## src/rtl/cla_accumulator.sv

```systemverilog
// ----------------------------------------------------------------------------
// cla_accumulator
//
// Purpose:
//    Streaming accumulator that sums a burst of 32-bit operands using a single
//    two-level carry-lookahead adder (acc + operand, carry-in tied to 0). The
//    burst total, a sticky carry flag, the beat count and a truncation flag are
//    presented on a valid/ready output once the burst closes.
//
// Ports (top):
//    clk        in   1      clock, all state changes on the rising edge
//    rst        in   1      synchronous reset, active high
//    in_valid   in   1      operand beat valid
//    in_ready   out  1      operand can be accepted this cycle
//    in_data    in   32     operand
//    in_last    in   1      beat is the final operand of the burst
//    out_valid  out  1      result valid
//    out_ready  in   1      consumer takes the result this cycle
//    out_sum    out  32     accumulated sum
//    out_carry  out  1      sticky: some add in the burst carried out
//    out_count  out  CNT_W  number of beats accepted in the burst
//    out_trunc  out  1      burst closed by the beat-count limit, not in_last
//
// Parameter:
//    CNT_W      beat counter width; a burst closes after 2**CNT_W-1 beats
//
// Build option:
//    ACC_SATURATE_EN  when defined, any add that carries out pins the
//                     accumulator at 32'hFFFF_FFFF instead of wrapping.
// ----------------------------------------------------------------------------

// Four-position lookahead carry unit. Used both on raw bit propagate/generate
// pairs and on group propagate/generate pairs, giving a two-level tree.
module ClaLookahead4 (
    input  logic [3:0] i_p,
    input  logic [3:0] i_g,
    input  logic       i_cin,
    output logic [3:0] o_c,
    output logic       o_p,
    output logic       o_g
);
    // Carries are fully expanded so no position waits on its neighbour.
    assign o_c[0] = i_cin;
    assign o_c[1] = i_g[0] | (i_p[0] & i_cin);
    assign o_c[2] = i_g[1] | (i_p[1] & i_g[0]) | (i_p[1] & i_p[0] & i_cin);
    assign o_c[3] = i_g[2] | (i_p[2] & i_g[1]) | (i_p[2] & i_p[1] & i_g[0])
                  | (i_p[2] & i_p[1] & i_p[0] & i_cin);

    // Group terms feed the next lookahead level.
    assign o_p = &i_p;
    assign o_g = i_g[3] | (i_p[3] & i_g[2]) | (i_p[3] & i_p[2] & i_g[1])
               | (i_p[3] & i_p[2] & i_p[1] & i_g[0]);
endmodule

// 32-bit carry-lookahead adder: eight 4-bit groups, two 16-bit supergroups,
// and a final two-way lookahead for the supergroup carries and carry-out.
module CLA_32bit_Adder (
    input  logic [31:0] i_a,
    input  logic [31:0] i_b,
    input  logic        i_cin,
    output logic [31:0] o_sum,
    output logic        o_cout
);
    logic [31:0] w_p;
    logic [31:0] w_g;
    logic [31:0] w_c;
    logic [7:0]  w_grpP;
    logic [7:0]  w_grpG;
    logic [7:0]  w_grpC;
    logic [1:0]  w_supP;
    logic [1:0]  w_supG;
    logic [1:0]  w_supC;

    assign w_p = i_a ^ i_b;
    assign w_g = i_a & i_b;

    // Bit level: each unit turns its group carry-in into per-bit carries.
    for (genvar k = 0; k < 8; k++) begin : g_bitLevel
        ClaLookahead4 u_bitLa (
            .i_p   (w_p[4*k +: 4]),
            .i_g   (w_g[4*k +: 4]),
            .i_cin (w_grpC[k]),
            .o_c   (w_c[4*k +: 4]),
            .o_p   (w_grpP[k]),
            .o_g   (w_grpG[k])
        );
    end

    // Group level: each unit produces the carries into four 4-bit groups.
    for (genvar j = 0; j < 2; j++) begin : g_grpLevel
        ClaLookahead4 u_grpLa (
            .i_p   (w_grpP[4*j +: 4]),
            .i_g   (w_grpG[4*j +: 4]),
            .i_cin (w_supC[j]),
            .o_c   (w_grpC[4*j +: 4]),
            .o_p   (w_supP[j]),
            .o_g   (w_supG[j])
        );
    end

    // Top level only has two supergroups, so it is written out directly.
    assign w_supC[0] = i_cin;
    assign w_supC[1] = w_supG[0] | (w_supP[0] & i_cin);
    assign o_cout    = w_supG[1] | (w_supP[1] & w_supG[0])
                     | (w_supP[1] & w_supP[0] & i_cin);

    assign o_sum = w_p ^ w_c;
endmodule

module cla_accumulator #(
    parameter int CNT_W = 8
) (
    input  logic             clk,
    input  logic             rst,
    input  logic             in_valid,
    output logic             in_ready,
    input  logic [31:0]      in_data,
    input  logic             in_last,
    output logic             out_valid,
    input  logic             out_ready,
    output logic [31:0]      out_sum,
    output logic             out_carry,
    output logic [CNT_W-1:0] out_count,
    output logic             out_trunc
);
    typedef enum logic [1:0] {
        ST_IDLE  = 2'd0,
        ST_ACCUM = 2'd1,
        ST_DONE  = 2'd2
    } state_t;

    localparam logic [CNT_W-1:0] MAX_COUNT = {CNT_W{1'b1}};

    state_t           r_state;
    state_t           w_stateNext;
    logic [31:0]      r_acc;
    logic [31:0]      w_accNext;
    logic [CNT_W-1:0] r_count;
    logic [CNT_W-1:0] w_countNext;
    logic             r_carry;
    logic             w_carryNext;
    logic             r_trunc;
    logic             w_truncNext;

    logic [31:0]      w_sum;
    logic             w_cout;
    logic [31:0]      w_addResult;
    logic             w_accept;

    // The single adder always sees the live accumulator and the incoming
    // operand; the FSM decides whether its result is kept.
    CLA_32bit_Adder u_adder (
        .i_a    (r_acc),
        .i_b    (in_data),
        .i_cin  (1'b0),
        .o_sum  (w_sum),
        .o_cout (w_cout)
    );

`ifdef ACC_SATURATE_EN
    // Once pinned at all-ones, any further nonzero operand carries out again,
    // so the accumulator stays pinned for the rest of the burst.
    assign w_addResult = w_cout ? 32'hFFFF_FFFF : w_sum;
`else
    assign w_addResult = w_sum;
`endif

    // Ready is withheld during reset and while a result waits to be taken.
    assign in_ready  = !rst && (r_state != ST_DONE);
    assign out_valid = (r_state == ST_DONE);
    assign w_accept  = in_valid && in_ready;

    assign out_sum   = r_acc;
    assign out_carry = r_carry;
    assign out_count = r_count;
    assign out_trunc = r_trunc;

    // Next-state and datapath selection. The first beat loads the operand
    // directly; the count limit is checked on the updated count so that a
    // burst of exactly MAX_COUNT beats closes on its final beat.
    always_comb begin
        w_stateNext = r_state;
        w_accNext   = r_acc;
        w_countNext = r_count;
        w_carryNext = r_carry;
        w_truncNext = r_trunc;

        case (r_state)
            ST_IDLE: begin
                if (w_accept) begin
                    w_accNext   = in_data;
                    w_countNext = CNT_W'(1);
                    w_carryNext = 1'b0;
                    w_truncNext = 1'b0;
                    if (in_last) begin
                        w_stateNext = ST_DONE;
                    end else if (CNT_W'(1) == MAX_COUNT) begin
                        w_stateNext = ST_DONE;
                        w_truncNext = 1'b1;
                    end else begin
                        w_stateNext = ST_ACCUM;
                    end
                end
            end
            ST_ACCUM: begin
                if (w_accept) begin
                    w_accNext   = w_addResult;
                    w_countNext = r_count + CNT_W'(1);
                    w_carryNext = r_carry | w_cout;
                    if (in_last) begin
                        w_stateNext = ST_DONE;
                    end else if (w_countNext == MAX_COUNT) begin
                        w_stateNext = ST_DONE;
                        w_truncNext = 1'b1;
                    end
                end
            end
            ST_DONE: begin
                if (out_ready) begin
                    w_stateNext = ST_IDLE;
                    w_accNext   = '0;
                    w_countNext = '0;
                    w_carryNext = 1'b0;
                    w_truncNext = 1'b0;
                end
            end
            default: begin
                w_stateNext = ST_IDLE;
                w_accNext   = '0;
                w_countNext = '0;
                w_carryNext = 1'b0;
                w_truncNext = 1'b0;
            end
        endcase
    end

    // State and result registers; reset discards any partial or pending burst.
    always_ff @(posedge clk) begin
        if (rst) begin
            r_state <= ST_IDLE;
            r_acc   <= '0;
            r_count <= '0;
            r_carry <= 1'b0;
            r_trunc <= 1'b0;
        end else begin
            r_state <= w_stateNext;
            r_acc   <= w_accNext;
            r_count <= w_countNext;
            r_carry <= w_carryNext;
            r_trunc <= w_truncNext;
        end
    end
endmodule

```

## config.mk

```make
export PLATFORM = sky130hd
export DESIGN_NAME = cla_accumulator
export DESIGN_NICKNAME = d
export VERILOG_FILES = /design/src/rtl/cla_accumulator.sv
export SDC_FILE = /design/constraint.sdc
export NUM_CORES = 1
export LEC_CHECK = 0
export BUFFER_PORTS_ARGS = -buffer_cell sky130_fd_sc_hd__clkbuf_2
export CORE_MARGIN = 3
export CORE_UTILIZATION = 40
export DETAILED_ROUTE_END_ITERATION = 7
export PLACE_DENSITY = 0.7
export SYNTH_ARGS = -nofsm -noshare
export SYNTH_HDL_FRONTEND = slang
export SYNTH_SLANG_ARGS = --single-unit
```

## constraint.sdc

```tcl
create_clock -name clk -period 3.65 [get_ports clk]
set_clock_uncertainty 0.1 [all_clocks]
set_input_delay 0.365 -clock clk [delete_from_list [all_inputs] [get_ports clk]]
set_output_delay 0.365 -clock clk [all_outputs]
set_load 0.005 [all_outputs]
```

-- After elaboration in Yosys (flattened, before gate mapping)
Index checks and enable logic that the tools add are counted.
- word-level logic and storage cells: 274
- bits in registers: 44
- input port bits: 37
- reductions and logical operators: 15
- add/sub/neg operators: 1
- mux-type cells: 23
- bitwise logic cells: 220
- eq/ne operators: 10
- operator list (kind ; number):
    1-bit AND ; 131
    32-bit 2-to-1 mux ; 3
    32-bit one-hot mux with 3 select lines ; 1
    1-bit bitwise OR ; 86
    32-bit XOR ; 2
    32-bit AND ; 1
    4-bit AND reduction ; 8
    8-bit 2-to-1 mux ; 3
    8-bit one-hot mux with 3 select lines ; 1
    16-bit AND reduction ; 1
    2-bit 2-to-1 mux ; 6
    2-bit != test (second input constant) ; 5
    8-bit by 1-bit adder with 8-bit output (second input constant) ; 1
    8-bit == test (second input constant) ; 1
    1-bit 2-to-1 mux ; 6
    1-bit one-hot mux with 3 select lines ; 2
    2-bit one-hot mux with 3 select lines ; 1
    5-bit AND reduction ; 1
    3-bit != test (second input constant) ; 1
    3-bit AND reduction ; 1
    2-bit by 1-bit == test with 1-bit output (second input constant) ; 1
    2-bit == test (second input constant) ; 1
    1-bit logical AND ; 2
    2-bit zero test ; 1
    other kinds (2) ; 2

-- Logic depth before layout (Yosys ltp)
- word-level depth: 16
- depth in mapped cells: 12

-- By module
Synthesis repeated with hierarchy kept, for this count alone.
- cell total of the unflattened synthesis: 383
- area total of the unflattened synthesis: 3344.5 µm²
- modules (own cells, without submodules) (module ; cells each ; instances ; area each (µm²)):
    cla_accumulator ; 217 ; 1 ; 1985.7
    CLA_32bit_Adder ; 66 ; 1 ; 695.7
    ClaLookahead4 ; 10 ; 10 ; 66.3

-- Worst setup path after synthesis
OpenSTA, ideal clock, no wires.
- path type: in2reg
- start point: input port in_data[9]
- end point: register r_acc[29], in the netlist out_sum[29]
- slack: 0.740 ns
- cell stages on the path: 12
- setup time: 0.128 ns
- arrival: 2.682 ns
- cells stage by stage: ha_1 -> a21oi_2 -> o21ai_2 -> a2111oi_2 -> a21o_2 -> a31oi_4 -> a21o_1 -> fa_1 -> xnor2_1 -> a21oi_1 -> a22oi_1 -> nor2_1
- longest elaborated chain between the ends: 15
- elaborated cells between the ends (all ways): 23
- those cells by class: mux: 2; bitwise: 20; reduce/logical: 1
- RTL lines (what ; line ; RTL):
    start: declaration ; 117 ; input logic [31:0] in_data,
    32-bit AND / 32-bit XOR (equally long branches) ; 75, 74 ;
    1-bit AND, on equally long branches ; 51, 52 ;
    1-bit bitwise OR / 1-bit AND (equally long branches) ; 51, 52 ;
    1-bit bitwise OR ; 52 ; | (i_p[3] & i_p[2] & i_p[1] & i_g[0]);
    1-bit AND ; 51 ; assign o_g = i_g[3] | (i_p[3] & i_g[2]) | (i_p[3] & i_p[2] & i_g[1])
    1-bit bitwise OR (2 in a row) ; 51 ;
    1-bit bitwise OR (*) ; 52 ;
    1-bit AND (*) ; 47 ; | (i_p[2] & i_p[1] & i_p[0] & i_cin);
    1-bit bitwise OR (*) ; 47 ;
    1-bit AND (*) ; 44 ; assign o_c[1] = i_g[0] | (i_p[0] & i_cin);
    1-bit bitwise OR (*) ; 44 ;
    32-bit XOR (*) ; 107 ; assign o_sum = w_p ^ w_c;
    32-bit 2-to-1 mux (*) ; 206 ; if (w_accept) begin
    32-bit one-hot mux with 3 select lines (*) ; 188 ; case (r_state)
    end signal: assignment ; 247 ; r_acc <= w_accNext;
    end: declaration ; 136 ; logic [31:0] r_acc;
Mark *: on every way between the ends. The rest lies on a longest branch, timed or not. The select of a mux whose other input is x is not followed.
A chain may end at the register's enable or synchronous reset.

-- Worst setup path in the final report
- start point: register r_acc[5], in the netlist out_sum[5]
- end point: register r_acc[12], in the netlist out_sum[12]
- longest elaborated chain between the ends: 10
- elaborated cells between the ends (all ways): 16
- those cells by class: mux: 2; bitwise: 13; reduce/logical: 1
- RTL lines (what ; line ; RTL):
    32-bit AND / 32-bit XOR (equally long branches) ; 75, 74 ;
    1-bit AND, on equally long branches ; 51, 52 ;
    1-bit bitwise OR / 1-bit AND (equally long branches) ; 51, 52 ;
    1-bit bitwise OR ; 52 ;
    1-bit AND ; 46 ; assign o_c[3] = i_g[2] | (i_p[2] & i_g[1]) | (i_p[2] & i_p[1] & i_g[0])
    1-bit bitwise OR ; 46 ;
    1-bit bitwise OR (*) ; 46 ;
    32-bit XOR (*) ; 107 ;
    32-bit 2-to-1 mux (*) ; 206 ;
    32-bit one-hot mux with 3 select lines (*) ; 188 ;
Marks and branches as above.

==> results.py <==
metrics = {
    "timing": {
        "maxSlewViolCount": 0,
        "min_period_ps": 3120,
        "setup_viol_count_final": 0,
        "finalCritPeriodShare_pct": 85.5,
        "rsz0062_at_grt": "false",
        "maxSlewHeadroom_pct": 57.4,
        "worst_pin_slew_ps": 638,
        "timing.final.ws_setup_ps": 528,
        "clock.fmax_mhz": 320,
        "hold_viol": 0,
        "fin_tns_setup_ps": 0,
    },
    "floorplan": {
        "die_area_mm2": 0.00990,
        "core_region_area_mm2": 0.00834,
        "row_count": 33,
        "die_width_um": 99.5,
        "io_pins": 81,
        "initial_core_util_pct": 41.9,
        "chipHeight_um": 99.5,
    },
    "layout": {
        "n_fill_cell": 838,
        "n_antenna_cell": 0,
        "fin_nets": 584,
        "layout-drive-gt1-share_pct": 22.1,
        "layout.cells.non_filler": 611,
        "syn2layout_area_growth_pct": 17.9,
    },
    "clock_tree": {
        "clkSlewWorstSetupHoldPaths_ps": 100,
        "hold_buffers": 0,
        "cts_resized": 0,
        "cts_tree": "built",
        "cts_sinks": 44,
        "cts-root-buf": "clkbuf_8",
        "cts_max_path_buffers": 2,
        "cts_buffers": 5,
        "htreeDepth": 2,
        "clkLatencyLatePin_ps": 300,
        "cts_setup_buffers": 0,
    },
    "critical_path": {
        "slowest_stage": "fa_1",
        "crit_path_start_kind": "flop",
        "required_ps": 3740,
        "worst_ep_arrival_time_ps": 3210,
        "cp_common_cell": "a21oi_1",
        "crit_fanout": 5,
        "path_class": "reg -> reg",
        "max_stage_delay_ps": 440,
        "critical_path.cell_chain": "ha_1, a21oi_1, o22ai_1, o31ai_1, a31oi_1, o21a_1, or2_2, fa_1, mux2i_1, nor3_1, a21oi_1, nor2_1",
        "crit_path_end_kind": "flop",
    },
    "power_and_ir_drop": {
        "leakage_nw": 1.86,
        "power.density_mw_per_mm2": 352,
        "ir_worst_vdd_mv": 0.151,
        "design_power_total_w": 0.00145,
    },
    "synth": {
        "yosysWarnings": 0,
        "yosysSeqAreaShare_pct": 25.2,
        "netlist_area_mm2": 0.00350,
        "yosys-top-cells-area": "dfxtp_1, ha_1, nor2_1",
        "yosys.area.top_type_share_pct": 25.2,
        "syn_nets": 512,
        "ys_seq_elements": 44,
        "yosys.area.top_type": "dfxtp_1",
        "synth.avg_cell_area_um2": 8.08,
        "synth_cell_types": 64,
        "ys.flop_type": "dfxtp_1",
        "async_flop_share_pct": 0,
        "syn_inst": 433,
        "synth_edf_count": 0,
    },
    "global_route": {
        "grt_max_degree": 51,
        "grt_use_total_pct": 19.1,
        "overflow": 0,
        "antenna_found_initial": 0,
        "grt_pass1_vias": 3365,
        "grt_pass1_wl_mm": 15.6,
    },
    "placed_design": {
        "place_inst": 603,
        "globalplace.congestion": 0.841,
        "place_ws_ps": 369,
        "dp_hpwl_mm": 7.05,
        "port-buffer-count": 80,
    },
    "routing": {
        "wl_mm": 9.36,
        "ant_nets": 0,
        "dr.pass1.iters": 4,
        "drt_iter0_markers": 181,
        "via_per_inst": 5.72,
        "drc": 0,
        "vias": 3497,
        "wl_per_cell_um": 15.3,
    },
    "outcome": {
        "outcome": "completed",
    },
    "job": {
        "maxCapViolCount": 0,
    },
    "min_path": {
        "hp-class": "in -> reg",
    },
}
[cell families (layout without fill, tap and decap cells)]
kind of cell / Yosys count / count (layout) / share of synthesized area [%]
and+or+nand+nor: 164 / 164 / 22.0
AOI/OAI and AO/OA: 123 / 123 / 24.2
DFF: 44 / 44 / 25.2
adders and majority gates: 42 / 42 / 16.7
buffers and inverters: 31 / 104 / 4.11
xor gates and xnor gates: 15 / 15 / 3.76
muxes: 14 / 14 / 4.01
[sequential cells by signal, indices dropped and copies added, names as in the netlist]
signal	flops
out_sum	32
out_trunc	1
out_count	8
out_carry	1
r_state	2
[cell usage after synthesis, drive strengths merged, types with 2 or more instances]
library cell and instances:
a211oi 5, a21oi 49, or2 2, a2111oi 2, inv 11, nor2 66, a221oi 4, or3 4
buf 2, nand3 14, clkbuf 18, nand3b 3, o21ai 18, and2 4, nor3 21, a211o 2
ha 34, o31ai 4, nand2 28, a31oi 5, mux2i 14, a21o 9, fa 8, xnor2 14
dfxtp 44, a22oi 8, nand4 5, o21a 2, o22ai 2, and3 4, nor2b 2, a41oi 2
a32oi 2, nor4 3, nand2b 3
[stage by stage]
| step | instance area, um^2 | hold WS [ps] | util, % |
|---|---|---|---|
| floorplan | 3500 | 361 | - |
| global placement | 3970 | 372 | 47.6 |
| global route | 4130 | 277 | 49.5 |
| detailed placement | 3970 | 363 | 47.6 |
| finish | 4130 | 264 | 49.5 |
| CTS | 4130 | 253 | 49.5 |
[cell usage in the layout, fill, tap and decap left out, types with 5 or more instances in the layout]
master,instances
clkbuf_8,5
xnor2_1,14
dfxtp_1,43
fa_1,8
nand3_1,14
inv_1,11
nand4_1,5
mux2i_1,14
nand2_1,27
o21ai_0,14
a21o_1,5
ha_1,34
a22oi_1,8
clkbuf_2,80
nor2_1,66
buf_4,5
nor3_1,21
a21oi_1,46
[cell type report]
cell class | count | area, um^2 | area share, %
clock inverters | 3 | 90.1 | 2.18
repair buffers | 85 | 438 | 10.6
inverters | 11 | 41.3 | 1.00
flip-flops and latches | 44 | 882 | 21.4
multi-input cells | 358 | 2470 | 60.0
clock buffers | 5 | 68.8 | 1.67
well taps | 105 | 131 | 3.18
[path summary, 6_finish.rpt]
path	slack (ps)	from	to	cells after the start
setup / recovery	530	out_sum[5]	out_sum[12]	12
hold / removal	260	in_data[18]	out_sum[18]	3
setup reg to reg	530	out_sum[5]	out_sum[12]	12
hold reg to reg	390	out_sum[11]	out_sum[11]	2
[where the power goes]
group	internal (W)	switching, W
Combinational	0.000168	0.000221
Sequential	0.000506	0.0000277
Clock	0.000343	0.000186
[critical path: cells and delay by family (launching register included)]
kind	cells	cell delay, ps
AND/OR/NAND/NOR	3	390
multiplexers	1	160
flip-flops	1	340
adder cells (fa/ha/maj)	2	790
AO/OA/AOI/OAI	6	1240
[routing by layer]
metal	GRT usage (%)	wire, um	part of all wire (%)
met1	25.0	4140	44
met2	32.5	4490	48
met3	3.02	627	6.7
met4	5.36	110	1.2
met5	0	0	0
Note: power is estimated with default switching activity, not from simulation.
